`src/rtl/imm_gen_pipe_pkg.sv`:
```
// Shared types and RISC-V opcode constants for the decode-stage immediate generator.
package imm_gen_pipe_pkg;

    typedef enum logic [2:0] {
        FMT_R   = 3'd0,
        FMT_I   = 3'd1,
        FMT_S   = 3'd2,
        FMT_B   = 3'd3,
        FMT_U   = 3'd4,
        FMT_J   = 3'd5,
        FMT_ILL = 3'd6
    } imm_fmt_t;

    localparam logic [6:0] LOAD      = 7'b0000011;
    localparam logic [6:0] OP_IMM    = 7'b0010011;
    localparam logic [6:0] OP_IMM_32 = 7'b0011011;
    localparam logic [6:0] JALR      = 7'b1100111;
    localparam logic [6:0] SYSTEM    = 7'b1110011;
    localparam logic [6:0] STORE     = 7'b0100011;
    localparam logic [6:0] BRANCH    = 7'b1100011;
    localparam logic [6:0] LUI       = 7'b0110111;
    localparam logic [6:0] AUIPC     = 7'b0010111;
    localparam logic [6:0] JAL       = 7'b1101111;
    localparam logic [6:0] OP        = 7'b0110011;
    localparam logic [6:0] OP_32     = 7'b0111011;

endpackage

```
`src/rtl/imm_decode.sv`:
```
// Combinational opcode classifier and sign-extended immediate builder.
module imm_decode
    import imm_gen_pipe_pkg::*;
#(
    parameter int XLEN = 64,
    parameter int ILEN = 32
) (
    input  logic [ILEN-1:0] i_instr,
    output logic [XLEN-1:0] o_imm,
    output imm_fmt_t        o_fmt,
    output logic            o_illegal
);

    logic [31:0] imm32;

    // Every legal opcode ends in 2'b11, so a bad low pair simply misses all case items.
    always_comb begin
        imm32     = '0;
        o_fmt     = FMT_ILL;
        o_illegal = 1'b1;
        unique case (i_instr[6:0])
            LOAD, OP_IMM, OP_IMM_32, JALR, SYSTEM: begin
                o_fmt     = FMT_I;
                o_illegal = 1'b0;
                imm32     = {{20{i_instr[31]}}, i_instr[31:20]};
            end
            STORE: begin
                o_fmt     = FMT_S;
                o_illegal = 1'b0;
                imm32     = {{20{i_instr[31]}}, i_instr[31:25], i_instr[11:7]};
            end
            BRANCH: begin
                o_fmt     = FMT_B;
                o_illegal = 1'b0;
                imm32     = {{20{i_instr[31]}}, i_instr[7], i_instr[30:25], i_instr[11:8], 1'b0};
            end
            LUI, AUIPC: begin
                o_fmt     = FMT_U;
                o_illegal = 1'b0;
                imm32     = {i_instr[31:12], 12'b0};
            end
            JAL: begin
                o_fmt     = FMT_J;
                o_illegal = 1'b0;
                imm32     = {{12{i_instr[31]}}, i_instr[19:12], i_instr[20], i_instr[30:21], 1'b0};
            end
            OP, OP_32: begin
                o_fmt     = FMT_R;
                o_illegal = 1'b0;
            end
            default: ;
        endcase
    end

    assign o_imm = XLEN'($signed(imm32));

endmodule

```
`src/rtl/imm_gen_pipe.sv`:
```
// Pipelined immediate generator: decode feeds a 2-entry skid buffer with a registered in_ready.
module imm_gen_pipe
    import imm_gen_pipe_pkg::*;
#(
    parameter int XLEN = 64,
    parameter int ILEN = 32
) (
    input  logic            i_clk,
    input  logic            i_rst_n,
    input  logic            i_in_valid,
    output logic            o_in_ready,
    input  logic [ILEN-1:0] i_instr,
    output logic            o_out_valid,
    input  logic            i_out_ready,
    output logic [XLEN-1:0] o_imm,
    output logic [2:0]      o_fmt,
    output logic            o_illegal
);

    if (ILEN != 32) begin : g_bad_ilen
        $error("imm_gen_pipe: ILEN must be 32");
    end
    if (XLEN != 32 && XLEN != 64) begin : g_bad_xlen
        $error("imm_gen_pipe: XLEN must be 32 or 64");
    end

    typedef struct packed {
        logic [XLEN-1:0] imm;
        imm_fmt_t        fmt;
        logic            illegal;
    } imm_entry_t;

    imm_entry_t dec_entry;
    imm_entry_t head_q, head_d;
    imm_entry_t tail_q, tail_d;
    logic [1:0] count_q, count_d;
    logic       in_ready_q, in_ready_d;
    logic       push, pop;

    imm_decode #(
        .XLEN(XLEN),
        .ILEN(ILEN)
    ) u_decode (
        .i_instr  (i_instr),
        .o_imm    (dec_entry.imm),
        .o_fmt    (dec_entry.fmt),
        .o_illegal(dec_entry.illegal)
    );

    assign push = i_in_valid & in_ready_q;
    assign pop  = (count_q != 2'd0) & i_out_ready;

    // Pop shifts tail into head first, then a push lands in the first free slot.
    // The tail is zeroed when vacated so an empty buffer shows all-zero outputs.
    always_comb begin
        head_d  = head_q;
        tail_d  = tail_q;
        count_d = count_q;
        if (pop) begin
            head_d  = tail_q;
            tail_d  = '0;
            count_d = count_q - 2'd1;
        end
        if (push) begin
            if (count_d == 2'd0) begin
                head_d = dec_entry;
            end else begin
                tail_d = dec_entry;
            end
            count_d = count_d + 2'd1;
        end
        in_ready_d = (count_d < 2'd2);
    end

    always_ff @(posedge i_clk) begin
        if (!i_rst_n) begin
            head_q     <= '0;
            tail_q     <= '0;
            count_q    <= 2'd0;
            in_ready_q <= 1'b0;
        end else begin
            head_q     <= head_d;
            tail_q     <= tail_d;
            count_q    <= count_d;
            in_ready_q <= in_ready_d;
        end
    end

    assign o_in_ready  = in_ready_q;
    assign o_out_valid = (count_q != 2'd0);
    assign o_imm       = head_q.imm;
    assign o_fmt       = head_q.fmt;
    assign o_illegal   = head_q.illegal;

endmodule

```
`config.mk`:
```
export PLATFORM = sky130hd
export DESIGN_NAME = imm_gen_pipe
export DESIGN_NICKNAME = d
export VERILOG_FILES = /design/src/rtl/imm_gen_pipe_pkg.sv /design/src/rtl/imm_decode.sv /design/src/rtl/imm_gen_pipe.sv
export SDC_FILE = /design/constraint.sdc
export NUM_CORES = 1
export LEC_CHECK = 0
export CAP_MARGIN = 20
export CORE_ASPECT_RATIO = 1.4
export CORE_MARGIN = 3
export CORE_UTILIZATION = 52
export CTS_CLUSTER_SIZE = 40
export DETAILED_ROUTE_END_ITERATION = 10
export PLACE_DENSITY = 0.79
export SETUP_SLACK_MARGIN = 0.02
export SLEW_MARGIN = 10
export SYNTH_ARGS = -nofsm -noshare
export SYNTH_HDL_FRONTEND = slang
export SYNTH_SLANG_ARGS = --single-unit
```
`constraint.sdc`:
```
create_clock -name i_clk -period 3.5 [get_ports i_clk]
set_input_delay 0.7 -clock i_clk [delete_from_list [all_inputs] [get_ports i_clk]]
set_output_delay 0.7 -clock i_clk [all_outputs]
set_load 0.05 [all_outputs]
```
==> results by group, run 1 <==
Hold path
  • Worst min path class: reg2reg
  • Worst hold path cell count: 1

Floorplanning
  • Core footprint: 10980 µm²
  • Die area: 12650 µm²
  • Row cnt: 45
  • Die height: 131.9 µm
  • Io pins: 106
  • DIE WIDTH: 95.93 µm
  • Initial core utilization: 0.5362

Logic synthesis
  • Syn Std Cell Area: 5887 µm²
  • Most frequent cell after synthesis: dfxtp_1
  • Net Count, Synth: 625
  • EDFF count, synth: 0
  • YS warnings: 0
  • Cells after Synth: 587
  • Sequential area share after synthesis: 0.4727
  • Top cells by area, synth: dfxtp_1 47%, mux2i_1 6.3%, mux2_2 5.0%
  • Top post-synthesis cells by count: 139 x dfxtp_1, 43 x nand2_1, 37 x mux2i_1, 34 x a21o_1, 34 x a21oi_1
  • Synth top area share: 0.4727
  • Synth Register Bits: 139
  • Area leader, netlist: dfxtp_1
  • Top_reg_cell synth: dfxtp_1
  • Synth cell types: 62
  • Async SR Flop Fraction: 0
  • Mean post-synth cell area: 10.03 µm²

Setup path
  • Crit-path max FO: 11
  • Worst Setup Start Kind: input pin
  • Crit path required time: 3.85 ns
  • Worst Setup End Kind: flip-flop
  • R2R depth: 10
  • Setup CP Type: in2reg
  • Worst Path Arrival: 3.21 ns

STA
  • Hold Fails Final Rpt: 0
  • Final Skew: 0.004859 ns
  • Fin crit share: 0.8159
  • Achievable clock frequency: 350.2 MHz
  • Setup_tns: 0 ns
  • Endpoints failing setup: 0
  • Final Max Slew Viols: 0
  • Least-Margin Pin Slew: 1.050 ns
  • RSZ-0062 raised after global routing: false
  • Max transition margin: 0.3002
  • Period minus WS final: 2.856 ns

Global route
  • Largest net degree at the start of global routing: 70
  • Vias in the first global route: 4879
  • GRT overflow: 0
  • Initial antenna violation count: 0
  • Tot GR Track Use: 0.2341
  • Global-route wire length before repair: 23.71 mm

Cells and area
  • Antenna cells: 0
  • Fin area: 7507 µm²
  • Layout cell share with drive strength beyond 1: 0.1330
  • Area grow syn2layout: 27.52%
  • Layout net count: 710
  • # fillers: 865
  • Core Util, Final: 0.6838

Status
  • Status: completed

Drt
  • DRT antenna net count: 0
  • Via count: 4871
  • DRC: 0
  • Iteration-0 DRC Markers: 275
  • Routed WL per cell: 17.42 µm
  • Via density: 5.904
  • Router iterations before antenna repair: 4
  • Drt total wl: 14.37 mm

Job
  • Maxcap violations: 0

Pwr
  • Peak supply drop: 0.0003925 V
  • Power Dens Cells: 705.4 nW/µm²
  • Leak Pwr: 2.939 nW

Clocking
  • Post-CTS Setup Inserts: 0
  • # resized after CTS: 0
  • Reg clk slew, reported paths: 0.05 ns
  • Hold buffer count at CTS: 0
  • Num CTS Buffers: 17
  • CTS Root Cell: clkbuf_16
  • CTS sink cnt: 139
  • CTS tree: yes
  • Clk_lat worst skew: 0.41 ns
  • Clk buf depth: 2
  • # H-tree levels: 4

Place
  • Dpl hpwl: 9.583 mm
  • Port bufs: 105
  • RD Place Congestion: 0.8575
  • DP Area: 6972 µm²
[layout make-up]
type                    count  area [µm²]  area share
clock buffers              19       432.9     0.05767
clock inverters            12       102.6     0.01367
inverters                   8       30.03    0.004000
multi-input cells         385        2811      0.3745
flip-flops and latches    139        2783      0.3707
well taps                 141       176.4     0.02350
repair buffers            121        1171      0.1560
[power by group]
part	internal (mW)	switching (mW)
logic	0.652	1.13
registers	1.79	0.113
clock network	0.966	0.644
[state kept, by name (all words and copies together) (netlist names)]
register	cells
count_q	2
tail_q	68
o_illegal	1
o_in_ready	1
o_fmt	3
o_imm	64
[logic make-up after synthesis]
kind of cell             Yosys count  share of synthesized area
AO/OA/AOI/OAI                    215                     0.2599
XOR/XNOR                           2                   0.002976
adder cells (fa/ha/maj)            3                   0.005951
buffers and inverters             63                    0.05229
flip-flops                       139                     0.4727
multiplexers                      63                     0.1126
AND/OR/NAND/NOR                  102                    0.09352
[worst max-delay path, cell delays in order]
cell	delay [ns]
clkdlybuf4s50_1	0.44
nand2b_1	0.13
mux2i_1	0.25
inv_1	0.07
ha_1	0.19
and3b_1	0.37
nand3_1	0.19
a21oi_1	0.65
a221o_1	0.21
[metrics by stage]
| stage | total power, mW | std cells | hold WS (ns) | setup WS, ns |
|---|---|---|---|---|
| 6_report | 5.296 | 825 | 0.4505 | 0.6443 |
| 5_1_grt | 5.525 | 825 | 0.4731 | 0.4404 |
| 4_1_cts | 5.320 | 825 | 0.4549 | 0.6539 |
| 3_5_place_dp | 3.708 | 794 | 0.4411 | 0.2717 |
| 3_3_place_gp | 3.656 | 794 | 0.4331 | 0.3715 |
| 2_1_floorplan | 3.192 | 587 | 0.4248 | 0.7611 |
[path summary, 6_finish.rpt]
kind / startpoint / to / slack, ns
max: i_out_ready / tail_q[26] / 0.64
max reg2reg: count_q[0] / tail_q[26] / 0.70
min: tail_q[64] / tail_q[64] / 0.45
min reg2reg: tail_q[64] / tail_q[64] / 0.45
[layer usage]
metal  part of all wire  wire [µm]  track usage
met1               0.42       6037       0.2874
met2               0.50       7201       0.3876
met3              0.063        907      0.06282
met4              0.016        225      0.08544
met5                  0          0            0
[layout by cell type, fill, tap and decap left out, types with 6 or more instances in the layout]
master / count
a32o_1: 6
clkbuf_16: 17
o21a_1: 6
nor2_1: 6
nand2b_1: 6
a311oi_1: 13
o21bai_1: 33
nand2_1: 43
inv_1: 7
o21ai_0: 31
a21oi_1: 34
a221o_1: 11
buf_4: 16
mux2i_1: 37
mux2_2: 26
clkdlybuf4s50_1: 105
nand3_1: 19
dfxtp_1: 139
a21o_1: 34
a31oi_1: 27
clkinv_2: 6
Power figures use the tool's default switching activity.
==> run 2, diff against run 1 <==
Clock period 3.5 ns to 2.7 ns, I/O delays scaled along.
==> run 2 against run 1 <==
- sequential power grew 29%
- hold slack gained 0.0023 ns
- register-to-register slack lost 0.57 ns
- non-clock buffer count grew 22
- critical endpoint is now tail_q[24]
- largest cell class unchanged
- largest power group unchanged
==> results by group, run 2 (synthesized netlist as in run 1, its figures left out) <==
Setup path
  • Worst Setup End Kind: flip-flop (unchanged)
  • R2R Setup Slk: 0.13 ns (was 0.70 ns)
  • Worst Path Arrival: 2.86 ns (was 3.21 ns)
  • R2R depth: 12 (was 10)
  • FF-to-FF Start: count_q[0] (unchanged)
  • Worst Setup Start Kind: flip-flop (was input pin)
  • Crit path required time: 2.99 ns (was 3.85 ns)
  • Setup CP Type: reg2reg (was in2reg)
  • RR Endpoint: tail_q[24] (was tail_q[26])
  • Crit-path max FO: 9 (was 11)

Pwr
  • Power Dens Cells: 921.2 nW/µm² (was 705.4 nW/µm²)
  • Peak supply drop: 0.0006920 V (was 0.0003925 V)
  • Leak Pwr: 3.071 nW (was 2.939 nW)
  • Power Total: 7.175 mW (was 5.296 mW)

STA
  • Hold Fails Final Rpt: 0 (unchanged)
  • Setup_tns: 0 ns (unchanged)
  • Max transition margin: 0.2958 (was 0.3002)
  • Final Skew: 0.007325 ns (was 0.004859 ns)
  • Fin crit share: 0.9522
  • Worst hold margin: 0.4528 ns (was 0.4505 ns)
  • Endpoints failing setup: 0 (unchanged)
  • Final Max Slew Viols: 0 (unchanged)
  • Least-Margin Pin Slew: 1.056 ns (was 1.050 ns)
  • RSZ-0062 raised after global routing: false (unchanged)
  • Period minus WS final: 2.571 ns
  • Achievable clock frequency: 389.0 MHz
  • Final setup margin: 0.1290 ns (was 0.6443 ns)

Drt
  • Routed WL per cell: 17.76 µm (was 17.42 µm)
  • Via density: 5.920 (was 5.904)
  • Router iterations before antenna repair: 5 (was 4)
  • DRT antenna net count: 0 (unchanged)
  • DRC: 0 (unchanged)
  • Via count: 5020 (was 4871)
  • Drt total wl: 15.06 mm (was 14.37 mm)
  • Iteration-0 DRC Markers: 312 (was 275)

Clocking
  • CTS tree: yes (unchanged)
  • Num CTS Buffers: 17 (unchanged)
  • # H-tree levels: 4 (unchanged)
  • CTS sink cnt: 139 (unchanged)
  • CTS Root Cell: clkbuf_16 (unchanged)
  • Clk_lat worst skew: 0.41 ns (about the same)
  • Clk buf depth: 2 (unchanged)
  • Reg clk slew, reported paths: 0.06 ns (was 0.05 ns)

Cells and area
  • Area grow syn2layout: 32.31% (was 27.52%)
  • Top reg by flops: tail_q (unchanged)
  • Non-filler cells, final: 848 (was 825)
  • Layout cell share with drive strength beyond 1: 0.1641 (was 0.1330)
  • Fin area: 7789 µm² (was 7507 µm²)
  • Most common cell after layout, fill and taps aside: dfxtp_1 (unchanged)
  • Most frequent cells in the layout: 139 x dfxtp_1, 105 x clkdlybuf4s50_1, 43 x nand2_1, 37 x mux2i_1, 34 x a21o_1 (was 139 x dfxtp_1, 105 x clkdlybuf4s50_1, 43 x nand2_1, 37 x mux2i_1)
  • Max FFs per register: 68 (unchanged)
  • Layout net count: 732 (was 710)
  • Antenna cells: 0 (unchanged)
  • Core Util, Final: 0.7094 (was 0.6838)

Global route
  • Vias in the first global route: 5102 (was 4879)
  • Largest net degree at the start of global routing: 70 (unchanged)
  • GRT overflow: 0 (unchanged)
  • Initial antenna violation count: 0 (unchanged)
  • Global-route wire length before repair: 24.62 mm (was 23.71 mm)
  • Tot GR Track Use: 0.2442 (was 0.2341)

Place
  • Placed cells: 812 (was 794)
  • DP Area: 7157 µm² (was 6972 µm²)
  • Port bufs: 105 (unchanged)
  • RD Place Congestion: 0.8458 (was 0.8575)
  • Worst slack at placement: -0.1944 ns (was 0.2717 ns)
  • Dpl hpwl: 9.896 mm (was 9.583 mm)

Floorplanning
  • Die area: 12650 µm² (unchanged)
  • Row cnt: 45 (unchanged)
  • Initial core utilization: 0.5362 (unchanged)
  • Io pins: 106 (unchanged)
  • Core footprint: 10980 µm² (unchanged)
  • Die height: 131.9 µm (unchanged)
  • DIE WIDTH: 95.93 µm (unchanged)

Hold path
  • Hold path start: tail_q[37] (was tail_q[64])
  • Worst hold path cell count: 1 (unchanged)
  • WHS Endpoint: tail_q[37] (was tail_q[64])
  • Worst min path class: reg2reg (unchanged)

Status
  • Status: completed (unchanged)

Job
  • Maxcap violations: 0 (unchanged)
-- run 2: worst max path at each step --
stage / start / endpoint / cells past startpoint
2_1_floorplan: count_q[0] / tail_q[37] / 13
3_3_place_gp: i_out_ready / tail_q[1] / 10
3_5_place_dp: i_out_ready / tail_q[1] / 10
4_1_cts: count_q[0] / tail_q[24] / 10
5_1_grt: count_q[0] / tail_q[24] / 12
6_report: count_q[0] / tail_q[24] / 12
-- run 2: cell type report --
class	count	area [µm²]
sequential	139	2783
clock inverter	13	142.6
multi-input combinational	385	2815
inverter	8	30.03
clock buffer	19	442.9
fill	821	3191
timing repair buffer	143	1399
tap	141	176.4
-- run 2: where the power goes --
part           switching [mW]  internal, mW  total (mW)
Combinational            1.51         0.943        2.45
Clock                   0.866          1.39        2.25
Sequential              0.149          2.32        2.47
-- run 2: critical path, stage by stage, from the launching register on --
cell	delay (ns)
dfxtp_1	0.34
inv_1	0.05
ha_1	0.24
nand2b_1	0.19
mux2i_1	0.21
inv_1	0.07
ha_1	0.19
and3b_1	0.28
buf_4	0.17
nor3_4	0.05
buf_12	0.18
buf_4	0.14
a221o_1	0.34
-- run 2: repair_timing --
action | 4_1_cts | 5_1_grt
gates resized for setup | 0 | 1
buffers inserted | 0 | 4
hold buffers | 0 | 0
endpoints found under the setup margin | 0 | 42
-- run 2: metal layers --
| metal | GRT usage | wire, µm | part of all wire |
|---|---|---|---|
| met2 | 0.4085 | 7634 | 0.51 |
| met1 | 0.2900 | 6246 | 0.41 |
| met4 | 0.1021 | 299 | 0.020 |
| met5 | 0 | 0 | 0 |
| met3 | 0.06568 | 878 | 0.058 |
==> run 3, diff against run 2 <==
Settings changed: CORE_MARGIN 3 to not set, GPL_ROUTABILITY_DRIVEN set to 0.
==> run 3 against run 2 <==
- utilization about the same
- flip-flop and latch count unchanged
- global-route usage up 0.98 points
- combinational power down 2%
- critical endpoint is now o_out_valid
- largest cell class unchanged
==> results by group, run 3 (synthesized netlist as in run 1, its figures left out) <==
Floorplanning
  • Row cnt: 45 (unchanged)
  • DIE WIDTH: 91.93 µm (was 95.93 µm)
  • Die height: 127.9 µm (was 131.9 µm)
  • Io pins: 106 (unchanged)
  • Die area: 11760 µm² (was 12650 µm²)
  • Initial core utilization: 0.5389 (was 0.5362)
  • Core footprint: 10920 µm² (was 10980 µm²)

STA
  • Max transition margin: 0.5131 (was 0.2958)
  • Final setup margin: 0.2118 ns (was 0.1290 ns)
  • Worst hold margin: 0.4545 ns (was 0.4528 ns)
  • Fin crit share: 0.9216 (was 0.9522)
  • Hold Fails Final Rpt: 0 (unchanged)
  • Least-Margin Pin Slew: 0.7303 ns (was 1.056 ns)
  • Final Max Slew Viols: 0 (unchanged)
  • Final Skew: 0.006150 ns (was 0.007325 ns)
  • RSZ-0062 raised after global routing: false (unchanged)
  • Period minus WS final: 2.488 ns (was 2.571 ns)
  • Endpoints failing setup: 0 (unchanged)
  • Achievable clock frequency: 401.9 MHz (was 389.0 MHz)

Job
  • Maxcap violations: 0 (unchanged)

Hold path
  • Worst min path class: reg2reg (unchanged)

Setup path
  • Crit-path max FO: 3 (was 9)
  • Worst Path Arrival: 1.95 ns (was 2.86 ns)
  • Setup CP Type: reg2out (was reg2reg)
  • Worst Setup Start Kind: flip-flop (unchanged)
  • Worst Setup End Kind: output port (was flip-flop)
  • Crit path required time: 2.16 ns (was 2.99 ns)

Clocking
  • # H-tree levels: 4 (unchanged)
  • Hold buffer count at CTS: 0 (unchanged)
  • Num CTS Buffers: 17 (unchanged)
  • Clk_lat worst skew: 0.42 ns (was 0.41 ns)
  • CTS sink cnt: 139 (unchanged)
  • CTS Root Cell: clkbuf_16 (unchanged)
  • Reg clk slew, reported paths: 0.06 ns (about the same)
  • CTS tree: yes (unchanged)
  • Clk buf depth: 2 (unchanged)

Place
  • DP Area: 7164 µm² (was 7157 µm²)
  • Placed cells: 813 (was 812)
  • Worst slack at placement: -0.05096 ns (was -0.1944 ns)
  • Port bufs: 105 (unchanged)
  • Dpl hpwl: 9.755 mm (was 9.896 mm)

Drt
  • Router iterations before antenna repair: 7 (was 5)
  • Routed WL per cell: 17.02 µm (was 17.76 µm)
  • Drt total wl: 14.39 mm (was 15.06 mm)
  • DRC: 0 (unchanged)
  • Via count: 5029 (was 5020)
  • DRT antenna net count: 0 (unchanged)
  • Iteration-0 DRC Markers: 277 (was 312)
  • Via density: 5.951 (was 5.920)

Global route
  • Vias in the first global route: 4949 (was 5102)
  • Largest net degree at the start of global routing: 50 (was 70)
  • Global-route wire length before repair: 23.71 mm (was 24.62 mm)
  • GRT overflow: 0 (unchanged)
  • Initial antenna violation count: 0 (unchanged)
  • Tot GR Track Use: 0.2540 (was 0.2442)

Cells and area
  • Layout cell share with drive strength beyond 1: 0.1591 (was 0.1641)
  • Antenna cells: 0 (unchanged)
  • Non-filler cells, final: 845 (was 848)
  • Area grow syn2layout: 31.67% (was 32.31%)
  • Top reg by flops: tail_q (unchanged)
  • Most common cell after layout, fill and taps aside: dfxtp_1 (unchanged)
  • Max FFs per register: 68 (unchanged)
  • Layout net count: 729 (was 732)
  • Fin area: 7751 µm² (was 7789 µm²)
  • Most frequent cells in the layout: 139 x dfxtp_1, 105 x clkdlybuf4s50_1, 43 x nand2_1, 37 x mux2i_1 (was 139 x dfxtp_1, 105 x clkdlybuf4s50_1, 43 x nand2_1, 37 x mux2i_1, 34 x a21o_1)

Pwr
  • Power Total: 7.140 mW (was 7.175 mW)
  • Leak Pwr: 3.056 nW (was 3.071 nW)
  • Power Dens Cells: 921.2 nW/µm² (about the same)
  • Peak supply drop: 0.0004743 V (was 0.0006920 V)

Status
  • Status: completed (unchanged)
[run 3: cell count changes in the layout (fill, tap and decap cells not counted), sizes merged]
| cell | previous run | this run |
|---|---|---|
| clkinv | 4 | 3 |
| buf | 38 | 35 |
| clkbuf | 19 | 20 |
| inv | 10 | 11 |
| clkinvlp | 5 | 4 |
[run 3: layout make-up]
class	instances	area (µm²)
clock buffer	20	446.7
clock inverter	12	138.9
fill	813	3172
inverter	8	30.03
multi-input combinational	385	2813
sequential	139	2783
tap	141	176.4
timing repair buffer	140	1364
[run 3: final timing paths]
path	startpoint	to	slack, ns	cells after the start
setup / recovery	count_q[0]	o_out_valid	0.21	4
hold reg to reg	tail_q[51]	tail_q[51]	0.45	1
setup reg to reg	count_q[0]	tail_q[29]	0.23	12
hold / removal	tail_q[51]	tail_q[51]	0.45	1
[run 3: stage by stage]
stage	setup TNS, ns	util
floorplan	0	-
global placement	-0.05639	0.6559
detailed placement	-1.318	0.6559
CTS	0	0.7095
global route	0	0.7096
finish	0	0.7096
[run 3: critical path: stages (launching register included)]
cell             delay, ns
dfxtp_1               0.36
inv_1                 0.06
ha_1                  0.25
inv_1                 0.08
clkdlybuf4s50_1       0.79
[run 3: power by group]
group / leakage, nW / internal (mW) / switching [mW] / total, mW
logic: 1.66 / 0.909 / 1.48 / 2.39
registers: 1.12 / 2.32 / 0.146 / 2.47
clock network: 0.274 / 1.39 / 0.894 / 2.29
total: 3.06 / 4.62 / 2.52 / 7.14
[run 3: metal layers]
metal | wire [µm] | part of all wire | vias up | global-route usage
li1 | - | - | 2382 | -
met1 | 5968 | 0.41 | 2428 | 0.2917
met2 | 7195 | 0.50 | 184 | 0.4438
met3 | 886 | 0.062 | 35 | 0.06643
met4 | 335 | 0.023 | 0 | 0.1085
met5 | 0 | 0 | - | 0
[run 3: repair_timing]
action                     4_1_cts  5_1_grt
resized for setup                0        1
setup buffers                    0        0
setup endpoints to repair        0       11
hold endpoints to repair         0        0
==> RTL change, RTL diff (config.mk and constraints of run 3) <==
`XLEN` is set to 64 in 2 places; all go to 32.
--- a/src/rtl/imm_decode.sv
+++ b/src/rtl/imm_decode.sv
@@ -2,7 +2,7 @@
 module imm_decode
     import imm_gen_pipe_pkg::*;
 #(
-    parameter int XLEN = 64,
+    parameter int XLEN = 32,
     parameter int ILEN = 32
 ) (
     input  logic [ILEN-1:0] i_instr,
--- a/src/rtl/imm_gen_pipe.sv
+++ b/src/rtl/imm_gen_pipe.sv
@@ -2,7 +2,7 @@
 module imm_gen_pipe
     import imm_gen_pipe_pkg::*;
 #(
-    parameter int XLEN = 64,
+    parameter int XLEN = 32,
     parameter int ILEN = 32
 ) (
     input  logic            i_clk,
Ports: changed (resized o_imm); port bits go from 106 to 74. The function was not compared with the original's and may differ.
==> RTL change against run 3 <==
- register-to-register slack better by 0.06 ns
- setup slack better by 0.043 ns
- area after synthesis is 34% lower
- sequential share of layout area is 5.1 points lower
- global-route usage is 1.7 points higher
- routed wire length is 28% lower
- design area is 37% lower
- sequential cell count is 64 lower
- die area is 34% lower
- non-clock buffer count is 46 lower
- combinational power is 5% lower
- power is 36% lower
- critical path type is now in2reg
==> RTL change: results (changes against run 3) <==
[metrics] CP max stage cell: o21ai_2
[metrics] Port Buf Inserts: 73 (-30%)
[metrics] count of unique library cells instantiated by Yosys: 51 (-18%)
[metrics] latest clock arrival within the worst-skew pair: 0.33 ns (-0.09 ns)
[metrics] number of nets in the synthesized netlist: 480 (-23%)
[metrics] number of nets in the final layout: 540 (-26%)
[metrics] cell family with the largest share of critical-path delay: compound AO/OA/AOI/OAI gates
[metrics] share of cells above drive strength 1: 17.6% (+1.7 points)
[metrics] global-route wire length before repair: 16500 um (-31%)
[metrics] top cells by count, synth: dfxtp_1, a21oi_1, nand2_1, o21ai_0, mux2_2
[metrics] max FFs per register: 36 (-47%)
[metrics] htree depth: 3 (-1)
[metrics] Arrival @ worst endpoint: 2.61 ns (+0.66 ns)
[metrics] cell area reported after detailed placement: 4710 um^2 (-34%)
[metrics] Slew Limit Headroom: 26.9% (-24 points)
[metrics] overall fraction of global-route tracks in use: 27.1% (+1.7 points)
[metrics] total of fill cells in the finished design: 609 (-25%)
[metrics] worst ir drop on vdd: 0.453 mV (-4.5%)
[metrics] number of global-route vias before repair: 3403 (-31%)
[metrics] master cell of the clock root buffer: clkbuf_8
[metrics] detailed placement HPWL: 7030 um (-28%)
[metrics] initial antenna violation count: 0 (unchanged)
[metrics] aggregate routed wire length: 10300 um (-28%)
[metrics] run status: complete, no violations
[metrics] number of CTS-inserted buffers: 9 (-8)
[metrics] sequential area share after synthesis: 38.7% (-8.5 points)
[metrics] violation count after the first detailed-route iteration: 185 (-33%)
[metrics] clock skew after layout: 0.00474 ns (-0.00141 ns)
[metrics] total via count after detailed routing: 3676 (-27%)
## RTL change: cell types whose count changed in the layout (fill, tap and decap cells not counted), sizes merged, moves of 14 or more
cell           before  now
clkdlybuf4s50     105   73
buf                35   21
o21bai             33    0
a21o               34    0
mux2i              37    5
dfxtp             139   75
## RTL change: cell type report
class / instances / area, um^2 / share of cell area, %
Multi-Input combinational cell: 313 / 2140 / 44.0
Sequential cell: 75 / 1500 / 30.8
Timing Repair Buffer: 94 / 913 / 18.7
Clock buffer: 13 / 149 / 3.06
Tap cell: 95 / 119 / 2.44
Inverter: 9 / 33.8 / 0.693
Clock inverter: 2 / 12.5 / 0.257
## RTL change: final timing paths
kind / from / slack [ns] / endpoint / cells after the start
max reg2reg: count_q[0]$_SDFF_PN0_ / 0.29 / tail_q[20]$_SDFF_PN0_ / 10
min reg2reg: tail_q[11]$_SDFF_PN0_ / 0.46 / tail_q[11]$_SDFF_PN0_ / 2
max: i_instr[4] / 0.25 / tail_q[31]$_SDFF_PN0_ / 5
min: tail_q[11]$_SDFF_PN0_ / 0.46 / tail_q[11]$_SDFF_PN0_ / 2
## RTL change: logic make-up (layout without fill, tap and decap cells)
| group | after synthesis | after routing | share of synthesized area [%] |
|---|---|---|---|
| fa+ha+maj | 2 | 2 | 0.645 |
| simple gates | 115 | 115 | 16.0 |
| buf+inv | 54 | 118 | 6.23 |
| mux | 36 | 36 | 10.3 |
| flops | 75 | 75 | 38.7 |
| xor+xnor | 1 | 1 | 0.226 |
| compound gates | 159 | 159 | 27.8 |
## RTL change: worst min-delay path, stage by stage, from the launching register on
cell     delay (ns)
dfxtp_1        0.31
nand2_1        0.06
a21oi_1        0.05
## RTL change: report_power, final
part,switching (W),total (W),leakage [nW],internal (W)
registers,0.000168,0.00158,0.610,0.00141
clock network,0.000379,0.000733,0.0795,0.000354
logic,0.00140,0.00228,0.993,0.000878
## RTL change: routing by layer
layer / share of wire (%) / routed length [um] / track usage, %
met1: 42 / 4320 / 34.1
met2: 51 / 5220 / 44.0
met3: 4.2 / 435 / 4.46
met4: 3.4 / 346 / 12.9
met5: 0 / 0 / 0
## RTL change: per-stage QoR
step	setup slack [ns]	std cells	power, W	utilization [%]
final	0.255	601	0.00459	68.9
after global routing	0.0547	601	0.00484	68.9
after CTS	0.277	601	0.00461	68.9
after detailed placement	-0.0754	586	0.00388	66.6
after global placement	0.0203	586	0.00381	66.6
after floorplan	0.0328	442	0.00318	-
